## config.mk

```make
export PLATFORM = sky130hd
export DESIGN_NAME = ht_init_ctrl_flat
export DESIGN_NICKNAME = d
export VERILOG_FILES = /design/src/rtl/ht_init_ctrl_if.sv /design/src/rtl/ht_init_ctrl.sv /design/src/flat_wrapper.sv
export SDC_FILE = /design/constraint.sdc
export NUM_CORES = 1
export LEC_CHECK = 0
export ABC_AREA = 1
export CAP_MARGIN = 20
export CORE_UTILIZATION = 47
export CTS_CLUSTER_DIAMETER = 100
export DETAILED_ROUTE_END_ITERATION = 6
export PLACE_DENSITY = 0.78
export SLEW_MARGIN = 0
export SYNTH_ARGS = -nofsm -noshare
export SYNTH_HDL_FRONTEND = slang
export SYNTH_SLANG_ARGS = --single-unit
```

## constraint.sdc

```tcl
create_clock -name clk_i -period 5.2 [get_ports clk_i]
set_input_delay 0.52 -clock clk_i [delete_from_list [all_inputs] [get_ports clk_i]]
set_output_delay 0.52 -clock clk_i [all_outputs]
set_load 0.01 [all_outputs]
```

## src/rtl/ht_init_ctrl_if.sv

```systemverilog
// Command/result handshake bundle around the hash pipeline entry gate.
// slave = gate controller view, master = upstream/pipeline side.
interface ht_init_ctrl_if;
  logic cmd_valid_i;
  logic cmd_ready_o;
  logic cmd_valid_o;
  logic cmd_ready_i;
  logic res_valid_i;
  logic res_ready_i;

  modport slave (
    input  cmd_valid_i, cmd_ready_i, res_valid_i, res_ready_i,
    output cmd_valid_o, cmd_ready_o
  );

  modport master (
    output cmd_valid_i, cmd_ready_i, res_valid_i, res_ready_i,
    input  cmd_valid_o, cmd_ready_o
  );
endinterface

```

## src/rtl/ht_init_ctrl.sv

```systemverilog
// Hash-table init/re-init sequencer: clears head/data tables, then gates commands and tracks outstanding.
// Gate is combinational (0 cycles) and only open in RUN below a full counter; otherwise valid/ready forced low.
module ht_init_ctrl #(
  parameter int CLR_TIMEOUT = 1024,
  parameter int OUTST_W     = 8
) (
  input  logic               clk_i,
  input  logic               rst_i,
  ht_init_ctrl_if.slave      cmd_if,
  output logic               head_clear_run_o,
  input  logic               head_clear_done_i,
  output logic               data_clear_run_o,
  input  logic               data_clear_done_i,
  input  logic               reinit_req_i,
  output logic               init_done_o,
  output logic               error_o,
  output logic [OUTST_W-1:0] outstanding_o,
  output logic [2:0]         state_o
);

  localparam logic [2:0] ST_INIT        = 3'd0;
  localparam logic [2:0] ST_CLEAR_START = 3'd1;
  localparam logic [2:0] ST_CLEAR_WAIT  = 3'd2;
  localparam logic [2:0] ST_RUN         = 3'd3;
  localparam logic [2:0] ST_DRAIN       = 3'd4;
  localparam logic [2:0] ST_ERROR       = 3'd5;

  localparam int              TMO_W    = $clog2(CLR_TIMEOUT + 1);
  localparam logic [TMO_W-1:0] TMO_LAST = TMO_W'(CLR_TIMEOUT - 1);

  logic [2:0]         state_q, state_d;
  logic               head_flag_q, head_flag_d;
  logic               data_flag_q, data_flag_d;
  logic [TMO_W-1:0]   tmo_q, tmo_d;
  logic [OUTST_W-1:0] outst_q, outst_d;
  logic               gate_open;
  logic               cmd_acc;
  logic               res_ret;

  // Full counter closes the gate so the count can never wrap.
  assign gate_open          = (state_q == ST_RUN) && !(&outst_q);
  assign cmd_if.cmd_valid_o = gate_open & cmd_if.cmd_valid_i;
  assign cmd_if.cmd_ready_o = gate_open & cmd_if.cmd_ready_i;

  assign cmd_acc = cmd_if.cmd_valid_o & cmd_if.cmd_ready_i;
  assign res_ret = cmd_if.res_valid_i & cmd_if.res_ready_i;

  always_comb begin
    outst_d = outst_q;
    if (cmd_acc && !res_ret) begin
      outst_d = outst_q + OUTST_W'(1);
    end else if (res_ret && !cmd_acc && (outst_q != '0)) begin
      outst_d = outst_q - OUTST_W'(1);
    end
  end

  always_comb begin
    state_d     = state_q;
    head_flag_d = head_flag_q;
    data_flag_d = data_flag_q;
    tmo_d       = tmo_q;
    case (state_q)
      ST_INIT: begin
        state_d = ST_CLEAR_START;
      end
      ST_CLEAR_START: begin
        head_flag_d = 1'b0;
        data_flag_d = 1'b0;
        tmo_d       = '0;
        state_d     = ST_CLEAR_WAIT;
      end
      ST_CLEAR_WAIT: begin
        // Completion is checked before timeout so a last-cycle done still wins.
        head_flag_d = head_flag_q | head_clear_done_i;
        data_flag_d = data_flag_q | data_clear_done_i;
        if (head_flag_d && data_flag_d) begin
          state_d = ST_RUN;
        end else if (tmo_q == TMO_LAST) begin
          state_d = ST_ERROR;
        end else begin
          tmo_d = tmo_q + TMO_W'(1);
        end
      end
      ST_RUN: begin
        if (reinit_req_i) begin
          state_d = ST_DRAIN;
        end
      end
      ST_DRAIN: begin
        if (outst_q == '0) begin
          state_d = ST_CLEAR_START;
        end
      end
      ST_ERROR: begin
        if (reinit_req_i) begin
          state_d = ST_CLEAR_START;
        end
      end
      default: begin
        state_d = ST_INIT;
      end
    endcase
  end

  always_ff @(posedge clk_i or negedge rst_i) begin
    if (!rst_i) begin
      state_q     <= ST_INIT;
      head_flag_q <= 1'b0;
      data_flag_q <= 1'b0;
      tmo_q       <= '0;
      outst_q     <= '0;
    end else begin
      state_q     <= state_d;
      head_flag_q <= head_flag_d;
      data_flag_q <= data_flag_d;
      tmo_q       <= tmo_d;
      outst_q     <= outst_d;
    end
  end

  assign head_clear_run_o = (state_q == ST_CLEAR_START);
  assign data_clear_run_o = (state_q == ST_CLEAR_START);
  assign init_done_o      = (state_q == ST_RUN);
  assign error_o          = (state_q == ST_ERROR);
  assign outstanding_o    = outst_q;
  assign state_o          = state_q;

endmodule
```

## src/flat_wrapper.sv

```systemverilog
// flat-port wrapper written by rule: the top's interface ports become plain ports
module ht_init_ctrl_flat 
#(
  parameter int CLR_TIMEOUT = 1024,
  parameter int OUTST_W     = 8
)
  (clk_i, rst_i, head_clear_run_o, head_clear_done_i, data_clear_run_o, data_clear_done_i, reinit_req_i, init_done_o, error_o, outstanding_o, state_o, cmd_if_cmd_valid_i, cmd_if_cmd_ready_i, cmd_if_res_valid_i, cmd_if_res_ready_i, cmd_if_cmd_valid_o, cmd_if_cmd_ready_o);
  ht_init_ctrl_if cmd_if_i ();
  input  logic clk_i;
  input  logic rst_i;
  output logic head_clear_run_o;
  input  logic head_clear_done_i;
  output logic data_clear_run_o;
  input  logic data_clear_done_i;
  input  logic reinit_req_i;
  output logic init_done_o;
  output logic error_o;
  output logic [OUTST_W-1:0] outstanding_o;
  output logic [2:0] state_o;
  input wire logic [$bits(cmd_if_i.cmd_valid_i)-1:0] cmd_if_cmd_valid_i;
  input wire logic [$bits(cmd_if_i.cmd_ready_i)-1:0] cmd_if_cmd_ready_i;
  input wire logic [$bits(cmd_if_i.res_valid_i)-1:0] cmd_if_res_valid_i;
  input wire logic [$bits(cmd_if_i.res_ready_i)-1:0] cmd_if_res_ready_i;
  output wire logic [$bits(cmd_if_i.cmd_valid_o)-1:0] cmd_if_cmd_valid_o;
  output wire logic [$bits(cmd_if_i.cmd_ready_o)-1:0] cmd_if_cmd_ready_o;
  assign cmd_if_i.cmd_valid_i = cmd_if_cmd_valid_i;
  assign cmd_if_i.cmd_ready_i = cmd_if_cmd_ready_i;
  assign cmd_if_i.res_valid_i = cmd_if_res_valid_i;
  assign cmd_if_i.res_ready_i = cmd_if_res_ready_i;
  assign cmd_if_cmd_valid_o = cmd_if_i.cmd_valid_o;
  assign cmd_if_cmd_ready_o = cmd_if_i.cmd_ready_o;
  ht_init_ctrl #(.CLR_TIMEOUT(CLR_TIMEOUT), .OUTST_W(OUTST_W)) u_core (.clk_i(clk_i), .rst_i(rst_i), .cmd_if(cmd_if_i), .head_clear_run_o(head_clear_run_o), .head_clear_done_i(head_clear_done_i), .data_clear_run_o(data_clear_run_o), .data_clear_done_i(data_clear_done_i), .reinit_req_i(reinit_req_i), .init_done_o(init_done_o), .error_o(error_o), .outstanding_o(outstanding_o), .state_o(state_o));
endmodule
```

==> flow_summary.json, run 1 <==
{
  "switchingPower_uw": 461,
  "die_y_um": 59.7,
  "fin_area_sq_mm": 0.00192,
  "p_leak_nw": 0.927,
  "ys_ff_latch": 24,
  "grt-ovfl-total": 0,
  "p_total_mw": 1.05,
  "r2r-start": "u_core.state_o[2]",
  "drive_gt1_frac": 0.0840,
  "drcViolationCount": 0,
  "yosys_warnings": 0,
  "hold_buffers": 0,
  "numCtsBuffers": 3,
  "synth.most_common_cell": "nand2_1",
  "grt_max_degree": 25,
  "clk_latency_ns": 0.32,
  "peakVddDrop_mv": 0.198,
  "yosys-top-cells-count": "71 x nand2_1, 25 x nor2_1, 24 x dfrtp_1",
  "vias_per_cell": 4.94,
  "max_freq_mhz": 408,
  "relSlewSlack": 0.794,
  "cts_max_level": 1,
  "critPathLaunch": "u_core.state_o[2]",
  "min_period_ns": 2.45,
  "area_growth_pct": 22.9,
  "critPathLaunchType": "flip-flop",
  "netlist_area_sq_mm": 0.00156,
  "synth_nets": 226,
  "route.vias.total": 1393,
  "path_cells": "inv_1 -> nand2_1 -> nor2_4 -> nand2_1 -> nor2_2 -> nand3_2 -> ha_1 -> a21oi_1 -> nor2_1 -> nor2_1 -> nand2_1 -> o21ai_0 -> nand2_1 -> nand2_1 -> nand2_1",
  "path_max_fanout": 8,
  "grt_pass1_wl_um": 5370,
  "synth_area_per_cell_sq_um": 7.48,
  "rows": 20,
  "r2r-end": "u_core.outstanding_o[7]",
  "die_x_um": 59.7,
  "cts_sinks": 24,
  "fin_cells": 282,
  "synth_flop_cell": "dfrtp_1",
  "root_buffer": "clkbuf_4",
  "ff2ff_setup_slack_ns": 2.75,
  "intPower_uw": 587,
  "finalSetupTns_ns": 0,
  "synthTopCellsByArea": "dfrtp_1 38%, nand2_1 17%, nor2_1 6.0%",
  "dieArea_sq_mm": 0.00356,
  "fin_worst_skew_ns": 0.00758,
  "worstMarginPinSlew_ns": 0.309,
  "wl_per_cell_um": 11.0,
  "gp_congestion": 0.943,
  "clkPwrFrac": 0.129,
  "cts_tree": "yes",
  "first_pass_iters": 4,
  "slowest_stage": "dfrtp_1",
  "syn_inst": 209,
  "synth.top_cell.area_share": 0.384,
  "crit_end": "u_core.outstanding_o[7]",
  "setup_viol": 0,
  "final_nets": 256,
  "cp-end-kind": "flip-flop",
  "maxCapViolCount": 0,
  "cp.required_ns": 5.43,
  "slew_viol_final": 0,
  "cp_data_arrival_time_ns": 2.68,
  "power.share.switching": 0.440,
  "worstRegToRegCells": 15,
  "critical_path.max_stage_delay_ns": 0.42,
  "clk_pin_slew_ns": 0.14,
  "placed_cell_area_sq_mm": 0.00187,
  "finalHoldViolations": 0,
  "grt_pass1_vias": 1254,
  "routed_wl_um": 3110,
  "dp.final_hpwl_um": 2270,
  "gr-usage-all-layers": 0.195,
  "numPortBuffers": 25,
  "async_flop_share": 1.00,
  "synth_top_area_cell": "dfrtp_1",
  "ys_seq_area_frac": 0.384,
  "grt_antenna_before_repair": 0,
  "synth-edff-count": 0,
  "post_cts_buffers": 0,
  "core_area_sq_mm": 0.00310,
  "path_class": "reg2reg",
  "critPathMostFrequentCell": "nand2_1",
  "rsz0062_at_grt": "no",
  "period_share": 0.472,
  "p_comb_frac": 0.568,
  "initial_utilization": 0.504,
  "yosysUniqueCellTypes": 28,
  "io_pins": 26,
  "ctsResizeCount": 0,
  "fin_util": 0.619,
  "drt_first_iter_violations": 62,
  "outcome": "complete, no violations",
  "ant_nets": 0,
  "seqPwrFrac": 0.303,
  "diodes": 0,
  "hold_class": "reg2reg",
  "placed_cells": 278,
  "powerDensity_mw_per_mm2": 545,
  "cts_buffer_depth": 2
}
-- state kept, by name, summed over array words and instances, names as in the netlist --
name,count
u_core.tmo_q,11
u_core.state_o,3
u_core.outstanding_o,8
u_core.head_flag_q,1
u_core.data_flag_q,1
-- area by class of cell --
cell class	count	area (sq um)
inverter	22	85.1
clock inverter	1	30.0
clock buffer	3	22.5
tap	44	55.1
multi-input combinational	162	871
timing repair buffer	26	258
sequential	24	601
fill	292	1180
-- layer usage --
layer | track usage | up-vias | share of wire
li1 | - | 739 | -
met1 | 0.286 | 607 | 0.51
met2 | 0.308 | 45 | 0.42
met3 | 0.0216 | 2 | 0.054
met4 | 0.0498 | 0 | 0.0093
met5 | 0 | - | 0
-- how the worst min path moves through the flow --
stage | start | end | slack (ns) | cells past startpoint
4_1_cts | u_core.data_flag_q | u_core.data_flag_q | 0.51 | 2
3_3_place_gp | u_core.data_flag_q | u_core.data_flag_q | 0.47 | 2
6_report | u_core.data_flag_q | u_core.data_flag_q | 0.50 | 2
2_1_floorplan | rst_i | u_core.data_flag_q | 0.22 | 0
3_5_place_dp | u_core.data_flag_q | u_core.data_flag_q | 0.47 | 2
5_1_grt | u_core.tmo_q[0] | u_core.tmo_q[0] | 0.53 | 1
-- metrics by stage --
step	worst slack, ns	hold slack, ns
CTS	2.72	0.507
global route	2.29	0.525
floorplan	2.83	0.224
detailed placement	2.52	0.474
global placement	2.59	0.472
finish	2.75	0.498
-- cells by family (layout without fill, tap and decap cells) --
logic type / after synthesis / in the layout / synth area share
buffers and inverters: 23 / 52 / 0.0592
xor gates and xnor gates: 9 / 9 / 0.0504
adders and majority gates: 8 / 8 / 0.0688
AOI/OAI and AO/OA: 23 / 23 / 0.0816
DFF: 24 / 24 / 0.384
and+or+nand+nor: 122 / 122 / 0.356
-- critical path: cells and delay by family (launching register included) --
family          cells  cell delay (ns)
fa+ha+maj           1             0.41
flops               1             0.42
simple gates       11             1.11
buf+inv             1             0.09
compound gates      2             0.36
-- placed cells by master (no fill, tap or decap) --
| master | instances |
|---|---|
| o21ai_2 | 1 |
| inv_4 | 1 |
| nand3b_1 | 1 |
| nand3_2 | 4 |
| buf_4 | 1 |
| xnor2_1 | 2 |
| a21oi_1 | 6 |
| fa_1 | 1 |
| nor2_4 | 1 |
| clkdlybuf4s50_1 | 25 |
| o21ai_0 | 6 |
| dfrtp_1 | 24 |
| ha_1 | 7 |
| nor2_2 | 1 |
| bufinv_16 | 1 |
| a311oi_1 | 1 |
| clkbuf_4 | 3 |
| nor3_4 | 1 |
| or2_2 | 1 |
| o21bai_1 | 1 |
| nand3_1 | 10 |
| xor2_1 | 7 |
| inv_2 | 2 |
| nor2_1 | 25 |
| nand2_1 | 71 |
| nand4_1 | 4 |
| o21ai_1 | 6 |
| inv_1 | 19 |
| o22ai_1 | 1 |
| a31oi_1 | 1 |
| nand2_4 | 3 |
-- power groups by stage --
| stage | logic (mW) | clock network (mW) | registers [mW] |
|---|---|---|---|
| after floorplan | 0.386 | 0 | 0.324 |
| after global placement | 0.587 | 0 | 0.322 |
| after detailed placement | 0.591 | 0 | 0.322 |
| after CTS | 0.598 | 0.139 | 0.319 |
| after global routing | 0.689 | 0.148 | 0.328 |
| final | 0.595 | 0.135 | 0.318 |
No activity file was read; power rests on OpenSTA's default activity.
==> run 2, diff against run 1 <==
PLACE_DENSITY = 0.81   (was 0.78)
clock period = 2.17 ns   (was 5.2 ns; I/O delays follow)
==> run 2 against run 1 <==
Effect of this change:
- highest routed layer unchanged
- die area did not move
- hold slack got worse by 0.27 ns
- power rose to 2.8 times the previous value
- utilization is 8.0 points higher
- clock power increased by 72%
- clock-buffer cell count increased by 1
- the flow now finishes with violations (setup timing)
- combinational power grew to 3.4 times the previous value
- critical path depth up 1
- first-iteration DRC count increased by 29%
- sequential cell count stayed put
- largest power group unchanged
==> flow_summary.json, run 2 (same netlist as run 1, synthesis figures left out) <==
{
  "path_cells": "inv_2 -> nand2_4 -> nor2_4 -> nand2_2 -> nor2_4 -> nand3_4 -> ha_4 -> nand2_1 -> nor2_1 -> nor2_1 -> nand2_2 -> inv_2 -> nand2_2 -> nand2_1 -> nand2_1 -> nand2_1",
  "critPathBufInv": 2,
  "top_layer": "met4",
  "slew_viol_final": 0,
  "diodes": 0,
  "critPathLaunchType": "flip-flop",
  "top_register": "u_core.tmo_q",
  "wl_met3_um": 173,
  "dieArea_sq_mm": 0.00356,
  "rows": 20,
  "worstMarginPinSlew_ns": 0.321,
  "placed_cell_area_sq_mm": 0.00203,
  "peakVddDrop_mv": 0.655,
  "grt-ovfl-total": 0,
  "path_class": "reg2reg",
  "dp.final_hpwl_um": 2600,
  "final_common_cell": "nand2_1",
  "grt_pass1_wl_um": 5730,
  "io_pins": 26,
  "cpLargestDelayFamily": "simple AND/OR/NAND/NOR gates",
  "wl_met1_um": 1550,
  "numCtsBuffers": 3,
  "clk_latency_ns": 0.32,
  "gp_congestion": 0.836,
  "powerDensity_mw_per_mm2": 1360,
  "cp-end-kind": "flip-flop",
  "grt_pass1_vias": 1381,
  "core_area_sq_mm": 0.00310,
  "fin_area_sq_mm": 0.00217,
  "die_y_um": 59.7,
  "die_x_um": 59.7,
  "max_freq_mhz": 449,
  "initial_utilization": 0.504,
  "largest_reg_flops": 11,
  "cts_sinks": 24,
  "hold_class": "in2async",
  "setup_ws_ns": -0.0556,
  "cp_data_arrival_time_ns": 2.46,
  "cts_max_level": 1,
  "critPathMostFrequentCell": "nand2_1",
  "drive_gt1_frac": 0.232,
  "ant_nets": 0,
  "route.vias.total": 1512,
  "numPortBuffers": 25,
  "drcViolationCount": 0,
  "cts_tree": "yes",
  "grt_max_degree": 25,
  "hold_buffers": 0,
  "slowest_stage": "dfrtp_1",
  "fin_worst_skew_ns": 0.0113,
  "cts_buffer_depth": 2,
  "area_growth_pct": 38.8,
  "first_pass_iters": 4,
  "vias_per_cell": 5.07,
  "layout_common_cells": "63 x nand2_1, 25 x clkdlybuf4s50_1, 24 x nor2_1",
  "clk_pin_slew_ns": 0.13,
  "p_leak_nw": 1.02,
  "wl_per_cell_um": 11.7,
  "drt_first_iter_violations": 80,
  "path_max_fanout": 8,
  "period_share": 1.03,
  "outcome": "finished, violations left",
  "setup_viol": 2,
  "min_period_ns": 2.23,
  "gr-usage-all-layers": 0.211,
  "critical_path.max_stage_delay_ns": 0.43,
  "routed_wl_um": 3500,
  "finalHoldViolations": 0,
  "grt_antenna_before_repair": 0,
  "finalSetupTns_ns": -0.0817,
  "met2_wirelength_um": 1740,
  "cp.required_ns": 2.40,
  "final_nets": 272,
  "maxCapViolCount": 0,
  "rsz0062_at_grt": "yes",
  "relSlewSlack": 0.785,
  "root_buffer": "clkbuf_4",
  "violations": "setup timing"
}
run 2: cell count changes in the layout (fill, tap and decap cells not counted), moves of 2 or more:
cell	change
buf_4	+16
nand2_1	-8
nand2_2	+6
ha_1	-5
ha_4	+5
nand3_1	-3
a21oi_1	-2
inv_1	-2
inv_2	+2
nand2_4	+2
nand3_2	+2
run 2: layout make-up:
cell class                      count  area [sq um]
Clock buffer                        4          36.3
Tap cell                           44          55.1
Fill cell                         263           932
Timing Repair Buffer               42           378
Sequential cell                    24           602
Multi-Input combinational cell    162          1010
Inverter                           22          85.1
run 2: path summary, 6_finish.rpt:
path,start,to,slack (ns),depth (start not counted)
max in group asynchronous,rst_i,u_core.outstanding_o[5],1.70,2
setup / recovery,u_core.state_o[2],u_core.outstanding_o[7],-0.06,16
setup reg to reg,u_core.state_o[2],u_core.outstanding_o[7],-0.06,16
hold / removal,rst_i,u_core.data_flag_q,0.23,2
hold reg to reg,u_core.tmo_q[0],u_core.tmo_q[0],0.52,1
min in group clk_i,u_core.tmo_q[0],u_core.tmo_q[0],0.52,1
run 2: power breakdown:
part	leakage, nW	switching (mW)	total (mW)	internal (mW)
clock	0.0210	0.129	0.232	0.103
combinational	0.684	1.07	2.04	0.969
sequential	0.311	0.0967	0.683	0.586
run 2: timing repair:
action                                  in CTS  in global routing
endpoints found under the setup margin       2                  5
gates resized for setup                      2                 17
setup buffers                                2                  3
pin swaps                                    5                 14
run 2: layer usage:
layer / GRT usage / vias to the layer above
li1: - / 765
met1: 0.291 / 698
met2: 0.346 / 44
met3: 0.0411 / 5
met4: 0.0399 / 0
met5: 0 / -
run 2: through the flow:
stage	setup slack [ns]	power [mW]	std cells	utilization	hold slack, ns
2_1_floorplan	-0.0249	1.81	209	-	-0.0786
3_3_place_gp	0.0303	2.43	289	0.653	0.471
3_5_place_dp	-0.0343	2.48	289	0.653	0.489
4_1_cts	0.0000788	2.78	295	0.676	0.244
5_1_grt	-0.228	3.23	298	0.700	0.260
6_report	-0.0556	2.96	298	0.700	0.231
